<file path="src/rtl/instr_fetch.sv">
// instr_fetch: instruction fetch front end with a one-cycle cache read port and a 1-entry skid buffer.
// Define BRANCH_DELAY_SLOT_EN to deliver the in-flight instruction on a redirect instead of squashing it.
module instr_fetch #(
    parameter logic [31:0] RESET_PC = 32'h0000_0000,
    parameter logic [31:0] PC_STEP  = 32'd4
) (
    input  logic        clk,
    input  logic        reset,
    output logic [31:0] iCacheReadAddr,
    input  logic [31:0] iCacheReadData,
    input  logic        stall,
    input  logic        redirectValid,
    input  logic [31:0] redirectAddr,
    output logic        instrValid,
    output logic [31:0] instr,
    output logic [31:0] instrPC
);

`ifdef BRANCH_DELAY_SLOT_EN
    localparam bit DELAY_SLOT = 1'b1;
`else
    localparam bit DELAY_SLOT = 1'b0;
`endif

    typedef enum logic {RUN, HOLD} FetchState;

    FetchState   state;
    logic [31:0] pcReg;
    logic        pend;
    logic [31:0] pendPC;
    logic        skidValid;
    logic [31:0] skidInstr;
    logic [31:0] skidPC;
    logic        squash;

    assign squash         = redirectValid && !DELAY_SLOT;
    assign iCacheReadAddr = pcReg;

    // The PC path and the output/skid path are updated independently; a redirect
    // only overrides the PC path unless the in-flight instruction is squashed.
    always_ff @(posedge clk) begin
        if (reset) begin
            state      <= RUN;
            pcReg      <= RESET_PC;
            pend       <= 1'b0;
            pendPC     <= 32'h0;
            skidValid  <= 1'b0;
            skidInstr  <= 32'h0;
            skidPC     <= 32'h0;
            instrValid <= 1'b0;
            instr      <= 32'h0;
            instrPC    <= 32'h0;
        end else begin
            if (redirectValid) begin
                // Masking keeps the target word aligned while consuming every address bit.
                pcReg <= redirectAddr & 32'hFFFF_FFFC;
                pend  <= 1'b0;
            end else if (stall) begin
                pend <= 1'b0;
            end else begin
                pcReg  <= pcReg + PC_STEP;
                pend   <= 1'b1;
                pendPC <= pcReg;
            end

            if (squash) begin
                skidValid  <= 1'b0;
                state      <= RUN;
                instrValid <= 1'b0;
            end else if (stall) begin
                // The returning word must be kept, since its address will not be re-issued.
                if (pend && !skidValid) begin
                    skidValid <= 1'b1;
                    skidInstr <= iCacheReadData;
                    skidPC    <= pendPC;
                    state     <= HOLD;
                end
            end else if (state == HOLD) begin
                instr      <= skidInstr;
                instrPC    <= skidPC;
                instrValid <= 1'b1;
                skidValid  <= 1'b0;
                state      <= RUN;
            end else if (pend) begin
                instr      <= iCacheReadData;
                instrPC    <= pendPC;
                instrValid <= 1'b1;
            end else begin
                instrValid <= 1'b0;
            end
        end
    end

endmodule
</file>
<file path="config.mk">
export PLATFORM = sky130hd
export DESIGN_NAME = instr_fetch
export DESIGN_NICKNAME = d
export VERILOG_FILES = /design/src/rtl/instr_fetch.sv
export SDC_FILE = /design/constraint.sdc
export NUM_CORES = 1
export LEC_CHECK = 0
export CORE_ASPECT_RATIO = 1.25
export CORE_MARGIN = 3
export CORE_UTILIZATION = 50
export CTS_CLUSTER_DIAMETER = 120
export DETAILED_ROUTE_END_ITERATION = 8
export GPL_ROUTABILITY_DRIVEN = 0
export PLACE_DENSITY_LB_ADDON = 0.1
export SETUP_SLACK_MARGIN = 0.2
export SYNTH_ARGS = -nofsm -noshare
export SYNTH_HDL_FRONTEND = slang
export SYNTH_SLANG_ARGS = --single-unit
</file>
<file path="constraint.sdc">
create_clock -name clk -period 2.22 [get_ports clk]
set_input_delay 0.222 -clock clk [delete_from_list [all_inputs] [get_ports clk]]
set_output_delay 0.222 -clock clk [all_outputs]
set_load 0.01 [all_outputs]
</file>
* Yosys cells after proc, flatten, opt, wreduce, memory -nomap -nowiden
Index checks and enable logic that the tools add are counted.
** Operators by class
- Bitwise gates (word level) :: 2
- $add $sub $neg :: 1
- Equal/unequal tests :: 2
- Reduce and logical (&&, ||, !) cells :: 10
- Mux-type cells :: 12
** Operators by type and width (count)
- 32-bit 2-to-1 mux :: 6
- 32-bit by 3-bit adder with 32-bit output (second input constant) :: 1
- 1-bit 2-to-1 mux :: 6
- 3-bit AND reduction :: 2
- 2-bit by 1-bit != test with 1-bit output (second input constant) :: 2
- 2-bit AND reduction :: 2
- 2-bit nonzero test :: 2
- 3-bit OR reduction :: 1
- 1-bit inverter :: 2
- 2-bit OR reduction :: 1
- 1-bit logical AND :: 1
- 1-bit zero test :: 1
** Storage, ports and cells
- Input port bits :: 68
- Register bits after elaboration :: 196
- Logic and storage cells :: 38
- Output and inout port bits :: 97

* Logic depth before layout (Yosys ltp)
- Word-level depth :: 4
- Gate-level depth with buffers :: 6
- Gate-level depth less buffers :: 5

* Least setup slack after synthesis
No wires, ideal clock.
- Path kind :: reg2reg
- Start :: register pcReg[2] (netlist: iCacheReadAddr[2])
- End :: register pcReg[30] (netlist: iCacheReadAddr[30])
- Period minus slack after synthesis :: 2.096 ns
- Required time :: 2.100 ns
- Library setup time :: 0.120 ns
- Path buffers :: 1
- Slack :: 0.124 ns
- Data arrival time :: 1.976 ns
- Cell stages (with the launch flop) :: 7
- Cells stage by stage :: dfxtp_1 > ha_1 > nand3_1 > or4_1 > clkbuf_1 > o311a_2 > a211o_1
** On the way
- Word-level cells in the longest chain between the ends :: 3
** RTL lines
- start: declaration :: RTL line 28 : logic [31:0] pcReg;
- start signal: assignment :: RTL line 56 : pcReg <= redirectAddr & 32'hFFFF_FFFC;
- start signal: assignment :: RTL line 61 : pcReg <= pcReg + PC_STEP;
- 32-bit by 3-bit adder with 32-bit output :: RTL line 61
- 32-bit 2-to-1 mux :: RTL line 58 : end else if (stall) begin
- 32-bit 2-to-1 mux :: RTL line 54 : if (redirectValid) begin
No other way between the ends. The select of a mux whose other input is x is not followed.
A chain may end at the register's enable or synchronous reset.

* Worst setup path in the final report
Ends and elaborated chain as after synthesis.

==> impl_metrics.csv <==
group,metric,value,unit
floorplanning,io_pins,165,
timing,fin_tns_setup,0,ps
global_routing,grt_use_met2,36.03,%
timing,rsz0062_at_grt,"false",
synthesis,yosys.cell_types.count,53,
global_routing,antenna_found_initial,0,
hold_path,holdPathStages,2,
global_routing,grt_max_degree,90,
synthesis,synth_top_area_share,48.20,%
global_routing,grt_pass1_vias,6400,
global_routing,grt.met3_usage,4.588,%
clock_network,clock_latency,430,ps
floorplanning,core,15140,um2
placed_design,dpl_worst_slack,0.2867,ps
synthesis,yosysWarnings,0,
critical_path,startpoint,"iCacheReadAddr[2]",
floorplanning,start_util,51.58,%
synthesis,synthesis.instances,934,
synthesis,ys_seq_area_share,48.20,%
synthesis,async_reset_ff_share,0,%
synthesis,ys.flop_type,"dfxtp_1",
clock_network,htreeDepth,4,
synthesis,yosysMostFrequentCell,"nand2_1",
global_routing,grt_pass1_wl,31.35,mm
timing,setup_violations,0,
power_and_ir_drop,p_leak,3.372,nW
final_layout,areaGrowthSynthToFinish,34.40,%
timing,max_clock_freq,513.6,MHz
final_layout,final_area,10500,um2
detailed_routing,vias,6963,
synthesis,avgSynthCellArea,8.361,um2
critical_path,reg2reg_to,"iCacheReadAddr[30]",
floorplanning,die-area,17160,um2
global_routing,grt_usage,21.88,%
synthesis,synth-edff-count,0,
global_routing,gr-total-overflow,0,
floorplanning,rows,50,
detailed_routing,dr.pass1.iters,5,
synthesis,syn_area,7809,um2
power_and_ir_drop,p_per_area,685.2,nW/um2
run,cap_violations,0,
critical_path,reg2reg_depth,5,
timing,post-route-min-period,1947,ps
detailed_routing,drtIter0Drc,452,
synthesis,synth_seq_cells,188,
clock_network,clock_sinks,188,
clock_network,cts_tree,"yes",
final_layout,nets,1154,
timing,fin_crit_sh,87.70,%
clock_network,clk_path_buf_depth,2,
clock_network,cts.clk_slew.worst_paths,70,ps
placed_design,dpl_cell_area,9827,um2
timing,skew,9.086,ps
global_routing,use_met1,29.32,%
timing,fin_ws,273.1,ps
critical_path,cp-end-kind,"flip-flop",
detailed_routing,routed_wl,19.10,mm
timing,slew_violations,0,
critical_path,critPathArrivalTime,2260,ps
detailed_routing,avgRoutedWirePerCell,14.62,um
clock_network,clock-root-buffer,"clkbuf_16",
synthesis,synth_largest_area_cell,"dfxtp_1",
synthesis,yosys-top-cells-area,"dfxtp_1 48%, nand2_1 10%, mux2i_1 8.1%",
power_and_ir_drop,max-vdd-ir-drop,0.0003825,V
placed_design,io_buffers,158,
placed_design,dp_hpwl,12.74,mm
detailed_routing,vias_per_cell,5.332,
detailed_routing,postRouteAntennaNets,0,
synthesis,synthTopCellsByCount,"210 x nand2_1, 188 x dfxtp_1, 102 x a21oi_1",
clock_network,cts_made_buffers,17,
critical_path,ff2ff_setup_slack,270,ps
hold_path,hold_class,"in -> reg",
global_routing,grt_busiest_layer,"met2",
timing,hold_viol_final,0,
floorplanning,die_y,145.7,um
critical_path,timing.rr.start,"iCacheReadAddr[2]",
critical_path,path_max_fanout,6,
floorplanning,die_w,117.8,um
critical_path,cp-start-kind,"flip-flop",
detailed_routing,drc_errors,0,
clock_network,holdBufCountCts,0,
critical_path,path_class,"reg -> reg",
critical_path,critPathRequiredTime,2540,ps
final_layout,drive_above_1_share,10.66,%
critical_path,crit_end,"iCacheReadAddr[30]",
run_status,status,"completed",
final_layout,antenna_cells,0,
[critical path, stage by stage, from the launching register on]
cell	delay [ps]
dfxtp_2	330
ha_2	200
nand3_1	110
or4_4	580
o311a_2	350
a211o_1	260
[state kept, by name (all words and copies together), names as in the netlist]
signal and count:
pendPC 30, skidPC 30, instrValid 1, skidInstr 32
instr 32, skidValid 1, state 1, instrPC 30
pend 1, iCacheReadAddr 30
[metal layers]
| metal | wire (um) | vias up |
|---|---|---|
| li1 | - | 3553 |
| met1 | 8735 | 3195 |
| met2 | 9087 | 201 |
| met3 | 1107 | 14 |
| met4 | 163 | 0 |
| met5 | 0 | - |
[layout by cell type (no fill, tap or decap), types with 13 or more instances in the layout]
cell type        netlist  final
clkbuf_16              0     17
a211oi_1              69     69
clkdlybuf4s50_1        0    157
dfxtp_1              188    177
a21oi_1              102    102
mux2i_1               63     63
nand3_1               15     13
nor2_1                88     86
nand2_1              210    209
buf_4                  4     42
[cell type report]
class | count | area [um2]
well taps | 208 | 260.3
repair buffers | 209 | 2078
clock buffers | 18 | 439.2
clock inverters | 14 | 133.9
inverters | 8 | 30.03
fillers | 1286 | 4644
multi-input cells | 661 | 3771
flip-flops and latches | 188 | 3782
[timing repair]
item / CTS / global route
gates cloned: 0 / 1
resized for setup: 2 / 15
pin swaps: 1 / 2
buffers inserted: 1 / 1
setup endpoints to repair: 5 / 11
[power by group]
part	total (mW)	internal, mW	switching, mW
clock	2.93	1.60	1.33
combinational	0.722	0.372	0.350
sequential	3.54	3.46	0.0767
total	7.19	5.43	1.76
[metrics by stage]
step                instances  util [%]  total power, mW  hold slack, ps
finish                   1306     69.32            7.191           203.3
global route             1306     69.32            7.482           223.8
CTS                      1304     68.86            7.259           193.5
detailed placement       1271     64.91            4.328           446.3
global placement         1271     64.91            4.320           440.8
floorplan                 937         -            3.933           329.4
[cells by family (layout without fill, tap and decap cells)]
kind of cell	count (synthesis)	count (layout)	share of synthesized area, %
AND/OR/NAND/NOR	376	377	20.94
adder cells (fa/ha/maj)	1	1	0.1602
buffers and inverters	89	249	4.615
XOR/XNOR	9	9	1.010
AO/OA/AOI/OAI	207	207	16.95
multiplexers	63	63	8.076
other	1	4	0.04802
flip-flops	188	188	48.20
[worst min-delay path by stage]
stage,from,to,slack (ps)
3_5_place_dp,skidPC[4],skidPC[4],450
6_report,reset,pendPC[30],200
5_1_grt,reset,skidPC[24],220
4_1_cts,reset,pendPC[30],190
3_3_place_gp,skidPC[29],skidPC[29],440
2_1_floorplan,reset,pend,330
No activity file was read; power rests on OpenSTA's default activity.
